### src/rtl/gpr_wb_arbiter_pkg.sv
// gpr_wb_arbiter_pkg: shared GPR index/word types and the writeback request bundle
package gpr_wb_arbiter_pkg;
    localparam int GPR_COUNT = 32;
    typedef logic [4:0] Reg_index;
    typedef logic [31:0] Word;
    typedef struct packed {
        logic     valid;
        Reg_index sel;
        Word      data;
    } Wb_req;
endpackage

### src/rtl/gpr_wb_arbiter_if.sv
// gpr_wb_arbiter_if: requester handshake bundle plus the two GPR write ports
//   master: drives req_valid/req_sel/req_data, observes req_ready and the write ports
//   slave : the arbiter side
interface gpr_wb_arbiter_if
    import gpr_wb_arbiter_pkg::*;
#(
    parameter int NUM_REQ = 4
) ();
    logic [NUM_REQ-1:0]     req_valid;
    Reg_index [NUM_REQ-1:0] req_sel;
    Word [NUM_REQ-1:0]      req_data;
    logic [NUM_REQ-1:0]     req_ready;
    Reg_index               gpr_sel_dest;
    logic                   gpr_we;
    Word                    gpr_dest;
    Reg_index               gpr_sel_dest_2;
    logic                   gpr_we_2;
    Word                    gpr_dest_2;
    modport master (
        output req_valid, req_sel, req_data,
        input  req_ready, gpr_sel_dest, gpr_we, gpr_dest, gpr_sel_dest_2, gpr_we_2, gpr_dest_2
    );
    modport slave (
        input  req_valid, req_sel, req_data,
        output req_ready, gpr_sel_dest, gpr_we, gpr_dest, gpr_sel_dest_2, gpr_we_2, gpr_dest_2
    );
endinterface

### src/rtl/gpr_wb_arbiter_rr_pick.sv
// gpr_wb_arbiter_rr_pick: rotating-priority first-one finder
//   mask  : candidate bits
//   ptr   : highest-priority position, scan wraps modulo N
//   found : any mask bit set
//   index : first set bit at or after ptr
module gpr_wb_arbiter_rr_pick #(
    parameter int N = 4,
    localparam int PW = $clog2(N)
) (
    input  logic [N-1:0]  mask,
    input  logic [PW-1:0] ptr,
    output logic          found,
    output logic [PW-1:0] index
);
    function automatic logic [PW-1:0] wrap(input int j);
        return PW'(j >= N ? j - N : j);
    endfunction
    // Scan from the far end back towards ptr so the nearest hit is written last.
    always_comb begin
        found = 1'b0;
        index = '0;
        for (int k = N - 1; k >= 0; k--) begin
            if (mask[wrap(int'(ptr) + k)]) begin
                found = 1'b1;
                index = wrap(int'(ptr) + k);
            end
        end
    end
endmodule

### src/rtl/gpr_wb_arbiter.sv
// gpr_wb_arbiter: grants up to two writeback requesters per cycle onto the GPR write ports
//   clk, reset : clock, synchronous active-high reset
//   hold       : pipeline freeze, blocks new grants
//   bus        : requester handshake in, registered GPR write ports out
//   inflight   : GPRs accepted but not yet written
//   rr_ptr     : current highest-priority requester
module gpr_wb_arbiter
    import gpr_wb_arbiter_pkg::*;
#(
    parameter int   NUM_REQ           = 4,
    parameter logic SINGLE_WRITE_PORT = 1'b0,
    localparam int  PW                = $clog2(NUM_REQ)
) (
    input  logic                 clk,
    input  logic                 reset,
    input  logic                 hold,
    gpr_wb_arbiter_if.slave      bus,
    output logic [GPR_COUNT-1:0] inflight,
    output logic [PW-1:0]        rr_ptr
);
    Wb_req [NUM_REQ-1:0] req;
    logic [NUM_REQ-1:0]  mask1, mask2;
    logic                found1, found2, found2_raw;
    logic [PW-1:0]       idx1, idx2;
    logic [PW-1:0]       rr_ptr_q, rr_ptr_d;
    logic [GPR_COUNT-1:0] inflight_q, inflight_d;
    logic                we_q, we_d, we2_q, we2_d;
    Reg_index            sel_q, sel_d, sel2_q, sel2_d;
    Word                 data_q, data_d, data2_q, data2_d;

    always_comb begin
        for (int i = 0; i < NUM_REQ; i++)
            req[i] = '{valid: bus.req_valid[i], sel: bus.req_sel[i], data: bus.req_data[i]};
    end

    assign mask1 = (hold || reset) ? '0 : bus.req_valid;

    // Port 2 excludes the port-1 winner and anyone writing the same GPR.
    always_comb begin
        mask2 = '0;
        for (int i = 0; i < NUM_REQ; i++)
            mask2[i] = mask1[i] && (PW'(i) != idx1) && (req[i].sel != req[idx1].sel);
    end

    gpr_wb_arbiter_rr_pick #(.N(NUM_REQ)) u_pick1 (.mask(mask1), .ptr(rr_ptr_q), .found(found1), .index(idx1));
    gpr_wb_arbiter_rr_pick #(.N(NUM_REQ)) u_pick2 (.mask(mask2), .ptr(rr_ptr_q), .found(found2_raw), .index(idx2));

    assign found2 = found2_raw && !SINGLE_WRITE_PORT;

    always_comb begin
        bus.req_ready = '0;
        inflight_d    = '0;
        if (found1) begin
            bus.req_ready[idx1]    = 1'b1;
            inflight_d[req[idx1].sel] = 1'b1;
        end
        if (found2) begin
            bus.req_ready[idx2]    = 1'b1;
            inflight_d[req[idx2].sel] = 1'b1;
        end
    end

    // Every accepted write retires the cycle after it is granted, so the next
    // inflight value is exactly this cycle's grants (set wins over clear).
    always_comb begin
        we_d     = found1;
        we2_d    = found2;
        sel_d    = found1 ? req[idx1].sel : sel_q;
        data_d   = found1 ? req[idx1].data : data_q;
        sel2_d   = found2 ? req[idx2].sel : sel2_q;
        data2_d  = found2 ? req[idx2].data : data2_q;
        rr_ptr_d = found2 ? PW'((int'(idx2) + 1) % NUM_REQ) :
                   found1 ? PW'((int'(idx1) + 1) % NUM_REQ) : rr_ptr_q;
    end

    always_ff @(posedge clk) begin
        if (reset) begin
            rr_ptr_q   <= '0;
            inflight_q <= '0;
            we_q       <= 1'b0;
            we2_q      <= 1'b0;
            sel_q      <= '0;
            sel2_q     <= '0;
            data_q     <= '0;
            data2_q    <= '0;
        end else begin
            rr_ptr_q   <= rr_ptr_d;
            inflight_q <= inflight_d;
            we_q       <= we_d;
            we2_q      <= we2_d;
            sel_q      <= sel_d;
            sel2_q     <= sel2_d;
            data_q     <= data_d;
            data2_q    <= data2_d;
        end
    end

    assign bus.gpr_we         = we_q;
    assign bus.gpr_sel_dest   = sel_q;
    assign bus.gpr_dest       = data_q;
    assign bus.gpr_we_2       = we2_q;
    assign bus.gpr_sel_dest_2 = sel2_q;
    assign bus.gpr_dest_2     = data2_q;
    assign inflight           = inflight_q;
    assign rr_ptr             = rr_ptr_q;
endmodule

### src/flat_wrapper.sv
// flat-port wrapper written by rule: the top's interface ports become plain ports
module gpr_wb_arbiter_flat import gpr_wb_arbiter_pkg::*;
#(
    parameter int   NUM_REQ           = 4,
    parameter logic SINGLE_WRITE_PORT = 1'b0,
    localparam int  PW                = $clog2(NUM_REQ)
)
  (clk, reset, hold, inflight, rr_ptr, bus_req_valid, bus_req_sel, bus_req_data, bus_req_ready, bus_gpr_sel_dest, bus_gpr_we, bus_gpr_dest, bus_gpr_sel_dest_2, bus_gpr_we_2, bus_gpr_dest_2);
  gpr_wb_arbiter_if #(.NUM_REQ(NUM_REQ)) bus_i ();
  input  logic clk;
  input  logic reset;
  input  logic hold;
  output logic [GPR_COUNT-1:0] inflight;
  output logic [PW-1:0] rr_ptr;
  input wire logic [$bits(bus_i.req_valid)-1:0] bus_req_valid;
  input wire logic [$bits(bus_i.req_sel)-1:0] bus_req_sel;
  input wire logic [$bits(bus_i.req_data)-1:0] bus_req_data;
  output wire logic [$bits(bus_i.req_ready)-1:0] bus_req_ready;
  output wire logic [$bits(bus_i.gpr_sel_dest)-1:0] bus_gpr_sel_dest;
  output wire logic [$bits(bus_i.gpr_we)-1:0] bus_gpr_we;
  output wire logic [$bits(bus_i.gpr_dest)-1:0] bus_gpr_dest;
  output wire logic [$bits(bus_i.gpr_sel_dest_2)-1:0] bus_gpr_sel_dest_2;
  output wire logic [$bits(bus_i.gpr_we_2)-1:0] bus_gpr_we_2;
  output wire logic [$bits(bus_i.gpr_dest_2)-1:0] bus_gpr_dest_2;
  assign bus_i.req_valid = bus_req_valid;
  assign bus_i.req_sel = bus_req_sel;
  assign bus_i.req_data = bus_req_data;
  assign bus_req_ready = bus_i.req_ready;
  assign bus_gpr_sel_dest = bus_i.gpr_sel_dest;
  assign bus_gpr_we = bus_i.gpr_we;
  assign bus_gpr_dest = bus_i.gpr_dest;
  assign bus_gpr_sel_dest_2 = bus_i.gpr_sel_dest_2;
  assign bus_gpr_we_2 = bus_i.gpr_we_2;
  assign bus_gpr_dest_2 = bus_i.gpr_dest_2;
  gpr_wb_arbiter #(.NUM_REQ(NUM_REQ), .SINGLE_WRITE_PORT(SINGLE_WRITE_PORT)) u_core (.clk(clk), .reset(reset), .hold(hold), .bus(bus_i), .inflight(inflight), .rr_ptr(rr_ptr));
endmodule
### config.mk
export PLATFORM = sky130hd
export DESIGN_NAME = gpr_wb_arbiter_flat
export DESIGN_NICKNAME = d
export VERILOG_FILES = /design/src/rtl/gpr_wb_arbiter_pkg.sv /design/src/rtl/gpr_wb_arbiter_if.sv /design/src/rtl/gpr_wb_arbiter_rr_pick.sv /design/src/rtl/gpr_wb_arbiter.sv /design/src/flat_wrapper.sv
export SDC_FILE = /design/constraint.sdc
export NUM_CORES = 1
export LEC_CHECK = 0
export BUFFER_PORTS_ARGS = -buffer_cell sky130_fd_sc_hd__buf_4
export CAP_MARGIN = 0
export CORE_MARGIN = 2
export CORE_UTILIZATION = 49
export DETAILED_ROUTE_END_ITERATION = 7
export GPL_TIMING_DRIVEN = 0
export PLACE_DENSITY = 0.85
export REMOVE_ABC_BUFFERS = 1
export SYNTH_ARGS = -nofsm -noshare
export SYNTH_HDL_FRONTEND = slang
export SYNTH_HIERARCHICAL = 1
export SYNTH_SLANG_ARGS = --single-unit
### constraint.sdc
create_clock -name clk -period 8.3 [get_ports clk]
set_clock_uncertainty 0.2 [all_clocks]
set_input_delay 1.66 -clock clk [delete_from_list [all_inputs] [get_ports clk]]
set_output_delay 1.66 -clock clk [all_outputs]
set_load 0.01 [all_outputs]
; Word-level counts from Yosys, hierarchy flattened
; Cells that the tools add are included.
[classes]
n_eq_ne = 7
n_reduce_logical = 15
bitwise_logic = 2
order_cmp = 16
muxes = 55
n_addsub = 9
[ops]
columns = cell, count
row1 = $bmux W38 S2, 2
row2 = $mux W37, 2
row3 = $mux W32, 2
row4 = $or A32 B32 Y32, 1
row5 = $mux W2, 14
row6 = $mux W1, 20
row7 = $ne A5 B5 Y1, 4
row8 = $lt A2 B3 Y1 const B, 6
row9 = $bmux W1 S2, 8
row10 = $logic_and A1 B1 Y1, 12
row11 = $lt A5 B6 Y1 const B, 2
row12 = $mux W4, 3
row13 = $demux W1 S5, 2
row14 = $ge A5 B1 Y1 const B, 2
row15 = $ge A3 B3 Y1 const B, 3
row16 = $sub A2 B1 Y2 const B, 4
row17 = $add A2 B2 Y3 const B, 2
row18 = $add A2 B1 Y2 const B, 2
row19 = $demux W1 S2, 2
row20 = $ge A2 B1 Y1 const B, 2
row21 = $ne A2 B2 Y1 const A, 2
row22 = $or A4 B4 Y4, 1
row23 = $reduce_bool A2 Y1, 2
row24 = $add A2 B1 Y3 const B, 1
row25 = other kinds (3), 3
[word_totals]
output_inout_bits = 114
input_bits = 155
regBits = 110

; Longest topological paths before layout
[depth]
ltp_word = 27
ltp_mapped = 25

; By module
; Netlist, hierarchy kept.
[by_module_without_submodules]
columns = module, area_per_inst_um2, n_inst, cells_each
row1 = gpr_wb_arbiter, 6272.3, 1, 547
row2 = gpr_wb_arbiter_rr_pick, 77.6, 2, 13

; Worst setup path before layout
; No wires, ideal clock.
[synth_timing]
path_type = in2out
start = in reset
end = out bus_req_ready[0]
t_required_ns = 6.440
arrival_time_ns = 5.244
stages = 20
setup_slack_ns = 1.196
cell_sequence = clkbuf_1 nor2_1 and2_1 mux2i_1 a211oi_2 buf_6 buf_6 buf_6 mux2i_1 xnor2_1 nor4_1 a2111oi_0 nand2b_1 a21oi_1 a211oi_2 buf_6 buf_4 buf_2 nand2b_1 o21ai_0
[synth_between]
elab_chain_len = 24
[synth_lines]
columns = element, line_no
row1 = from (decl), flat_wrapper.sv:11  ; input logic reset;
row2 = $logic_or A1 B1 Y1 *, gpr_wb_arbiter.sv:36  ; assign mask1 = (hold || reset) ? '0 : bus.req_valid;
row3 = $mux W4 *, gpr_wb_arbiter.sv:36
row4 = net u_core.mask1[3], gpr_wb_arbiter.sv:22  ; logic [NUM_REQ-1:0] mask1, mask2;
row5 = $bmux W1 S2, gpr_wb_arbiter_rr_pick.sv:23  ; if (mask[wrap(int'(ptr) + k)]) begin
row6 = $mux W1 (not written as such), gpr_wb_arbiter_rr_pick.sv:23
row7 = $mux W2 (3 in a row), gpr_wb_arbiter_rr_pick.sv:23
row8 = $mux W2 *, gpr_wb_arbiter_rr_pick.sv:23
row9 = net u_core.idx1[0], gpr_wb_arbiter.sv:24  ; logic [PW-1:0] idx1, idx2;
row10 = (+4 left out), --
row11 = net u_core.mask2[2], gpr_wb_arbiter.sv:22
row12 = (+5 left out), --
row13 = $mux W2 *, gpr_wb_arbiter_rr_pick.sv:23
row14 = net u_core.idx2[0], gpr_wb_arbiter.sv:24
row15 = $lt A2 B3 Y1 (not written as such) / $ge A2 B1 Y1 (equally long branches), gpr_wb_arbiter.sv:58  ; bus.req_ready[idx2] = 1'b1;
row16 = $logic_and A1 B1 Y1 (not written as such), gpr_wb_arbiter.sv:58
row17 = $mux W1 (not written as such), gpr_wb_arbiter.sv:58
row18 = $demux W1 S2 *, --
row19 = $or A4 B4 Y4 (no source line) *, --
row20 = $mux W4 *, gpr_wb_arbiter.sv:57  ; if (found2) begin
row21 = to (decl), flat_wrapper.sv:18  ; output wire logic [$bits(bus_i.req_ready)-1:0] bus_req_ready;
; Mark *: on every way through the listed nets, which the timed path passes. The rest lies on a longest branch. The select of a mux whose other input is x is not followed.

; Worst setup path after layout
[layout_timing]
start = in reset
end = out bus_req_ready[3]
; Same word-level chain as after synthesis.

==> results by group <==
Cells and area
  – Diode count: 0
  – Final Core Density: 70.3%
  – Fill count: 911
  – Area Growth Syn to Fin: 39.2%
  – Share of cells above drive strength 1: a little under half
  – Nets: 971

Worst hold path
  – WHS Endpoint: u_core/bus.gpr_sel_dest_2[1]
  – Hold Path Stages: 2
  – Hold Crit Start: u_core/bus.gpr_sel_dest_2[1]
  – HP Class: flip-flop to flip-flop

Worst setup path
  – CP max FO: roughly 80
  – Critical Path Start Type: input port
  – Terminus of the critical flop-to-flop path: u_core/inflight[0]
  – Slowest CP cell: nor2_4
  – Setup crit end kind: output port
  – Worst r2r src: u_core/rr_ptr[1]
  – R2R depth: 17
  – Top delay family on crit path: simple AND/OR/NAND/NOR gates
  – CP Buf/Inv Count: 7
  – CP Data Arrival Time: 6.07 ns
  – Crit path cell chain: clkbuf_8 > nor2_1 > and2_1 > mux2i_1 > a211oi_4 > buf_8 > buf_8 > buf_8 > mux2i_1 > xnor2_1 > nor4_1 > a31oi_1 > nor3b_1 > a211oi_1 > nor2_4 > buf_12 > inv_1 > o21ai_0 > buf_4
  – Worst reg2reg setup slack: 2.98 ns
  – Most frequent CP cell: buf_8
  – Required time worst endpoint: 6.44 ns
  – Critical path class: input port to output port
  – Max incr delay on CP: approximately 0.4 ns

Routing
  – Antenna viol nets, final: 0
  – Via count: 5769
  – Via density: 5.82
  – Pre-antenna DRT Iters: 6
  – Routed WL per cell: 19.6 um
  – Initial drt markers: 541
  – Routed WL: just under 20000 um
  – Drt drc: 0

Synth
  – Post-synth top area share: between 30% and 40%
  – Post-Syn Instances: 573
  – EDFF count, synth: 0
  – Synth top cells by count: 110 x dfxtp_1, 91 x nor2_1, 90 x mux2i_1, 72 x mux4_2, 25 x o22ai_1
  – Top FF cell, synth: dfxtp_1
  – Syn Area/Cell: roughly 11 um2
  – Top cells by area, synth: dfxtp_1 34%, mux4_2 25%, mux2i_1 14%, nor2_1 5.3%, xor2_1 2.5%
  – Synth cell types: 41
  – Sequential fraction of the synthesis area: between 30% and 40%
  – Largest area contributor in the netlist: dfxtp_1
  – Leading cell type by number of instances after synthesis: dfxtp_1
  – Ys Warns: 6
  – Async SR Flop Fraction: 0%
  – #FFs+latches synth: 110
  – Mapped Area: 6430 um2

Flow run
  – Max-Cap Viols: 0

Timing
  – Min Clock Period, post-route: 7.93 ns
  – RSZ-0062 raised after global routing: false
  – Final hold viol count: 0
  – Hold_ws: 0.280 ns
  – Worst-margin pin slew: 0.757 ns
  – Count of endpoints failing setup in the final report: 0
  – Crit share post-route: approximately 96%
  – FMAX: 0.126 GHz
  – Slew margin rel.: 49.4%
  – Slew Viols, Final: 0

Pwr
  – Static Leakage: between 3 and 4 nW
  – Max VDD drop: 0.110 mV
  – PD cells: roughly 170 nW/um2

CTS
  – H-tree depth: 3
  – Clock root buffer: clkbuf_16
  – Worst-path clk slew: around 0.07 ns
  – Buffer depth of the longest clock path: 2
  – Clock insertion delay at the later pin of the skew report: 0.35 ns
  – CTS buffer count: 9
  – CTS tree: built
  – Clock sinks: 110

Place
  – Number of port buffers: 268
  – Placer Congestion: 0.877
  – Hpwl dp: about 15000 um

Floorplan
  – Die Y-Extent: 119 um
  – Full die area: 14000 um2
  – Chip width: 119 um
  – Rows: about 40
  – IO Pins: 269
  – Initial Util: 50.5%
  – Core outline area: 12700 um2

Status
  – Status: finished clean

GRT
  – All-Layer GR Usage: ~27%
  – Initial antenna violation count: 0
  – Grt ovf: 0
  – Number of global-route vias before repair: 6060
  – Global-route wire length before repair: 30500 um
  – Pin count of the biggest net entering global routing: 82
[layer usage]
metal | vias to the layer above | track usage (%) | wire, um
met3 | 46 | 7.43 | 1540
met1 | 2818 | 29.5 | 7160
li1 | 2625 | - | -
met2 | 280 | 50.4 | 10200
met4 | 0 | 11.5 | 550
met5 | - | 0 | 0
[worst max-delay path by stage]
stage / slack (ns) / cells after the start / from / endpoint
3_5_place_dp: -0.02 / 20 / reset / bus_req_ready[3]
3_3_place_gp: -7.46 / 18 / reset / bus_req_ready[2]
6_report: 0.37 / 19 / reset / bus_req_ready[3]
4_1_cts: 0.19 / 20 / reset / bus_req_ready[3]
5_1_grt: 0.08 / 19 / reset / bus_req_ready[3]
2_1_floorplan: -3.95 / 14 / reset / bus_req_ready[1]
[placed cells by master (no fill, tap or decap), drive strengths merged, types with 6 or more instances in the layout]
| cell | n |
|---|---|
| nor2 | 91 |
| mux4 | 72 |
| xnor2 | 13 |
| nand3 | 8 |
| a21oi | 6 |
| nand3b | 7 |
| nand2b | 9 |
| xor2 | 18 |
| mux2i | 90 |
| dfxtp | 110 |
| nand2 | 19 |
| o21ai | 8 |
| buf | 280 |
| nor2b | 6 |
| o22ai | 33 |
| clkbuf | 10 |
[timing repair]
action | in CTS | in global routing
cloned | 0 | 0
hold buffers | 0 | 0
setup buffers | 0 | 1
pin swaps | 0 | 1
resized for setup | 1 | 2
setup endpoints to repair | 1 | 4
[flip-flops by register name, summed over array words and instances, names as in the netlist]
signal                     count
u_core/bus.gpr_dest           32
u_core/inflight               32
u_core/bus.gpr_we              1
u_core/rr_ptr                  2
u_core/bus.gpr_dest_2         32
u_core/bus.gpr_we_2            1
u_core/bus.gpr_sel_dest_2      5
u_core/bus.gpr_sel_dest        5
[power by group]
group	switching (mW)	total (mW)	internal (mW)
registers	0.0260	0.595	0.569
logic	0.235	0.498	0.263
clock network	0.199	0.435	0.236
[tightest hold or removal path: stages, from the launching register on]
cell and delay, ns:
dfxtp_1 0.31, nand2b_1 0.06, a21oi_1 0.06
[metrics by stage]
step                      instance area, um2  std cells  total power, mW  TNS, ns  setup slack, ns
after floorplan                         6180        524            0.889  -221.62            -3.95
after global placement                  8400        964             1.08  -493.72            -7.46
after detailed placement                8640        976             1.10  -0.0218          -0.0218
after CTS                               8940        991             1.54        0            0.189
after global routing                    8950        992             1.60        0           0.0756
final                                   8950        992             1.53        0            0.369
[layout make-up]
type                       instances  area [um2]  area share [%]
clock buffer                       9         225            2.52
clock inverter                     6        71.3           0.797
inverter                           3        11.3           0.126
multi-input combinational        411        4000            44.7
sequential                       110        2200            24.6
tap                              172         215            2.40
timing repair buffer             281        2230            24.9
[cells by family (layout without fill, tap and decap cells)]
group	after synthesis	count (layout)	synth area share [%]
compound gates	60	60	6.87
xor+xnor	31	31	4.22
buf+inv	52	299	4.09
flops	110	110	34.3
mux	164	164	39.6
simple gates	156	156	11.0
Power figures use the tool's default switching activity.
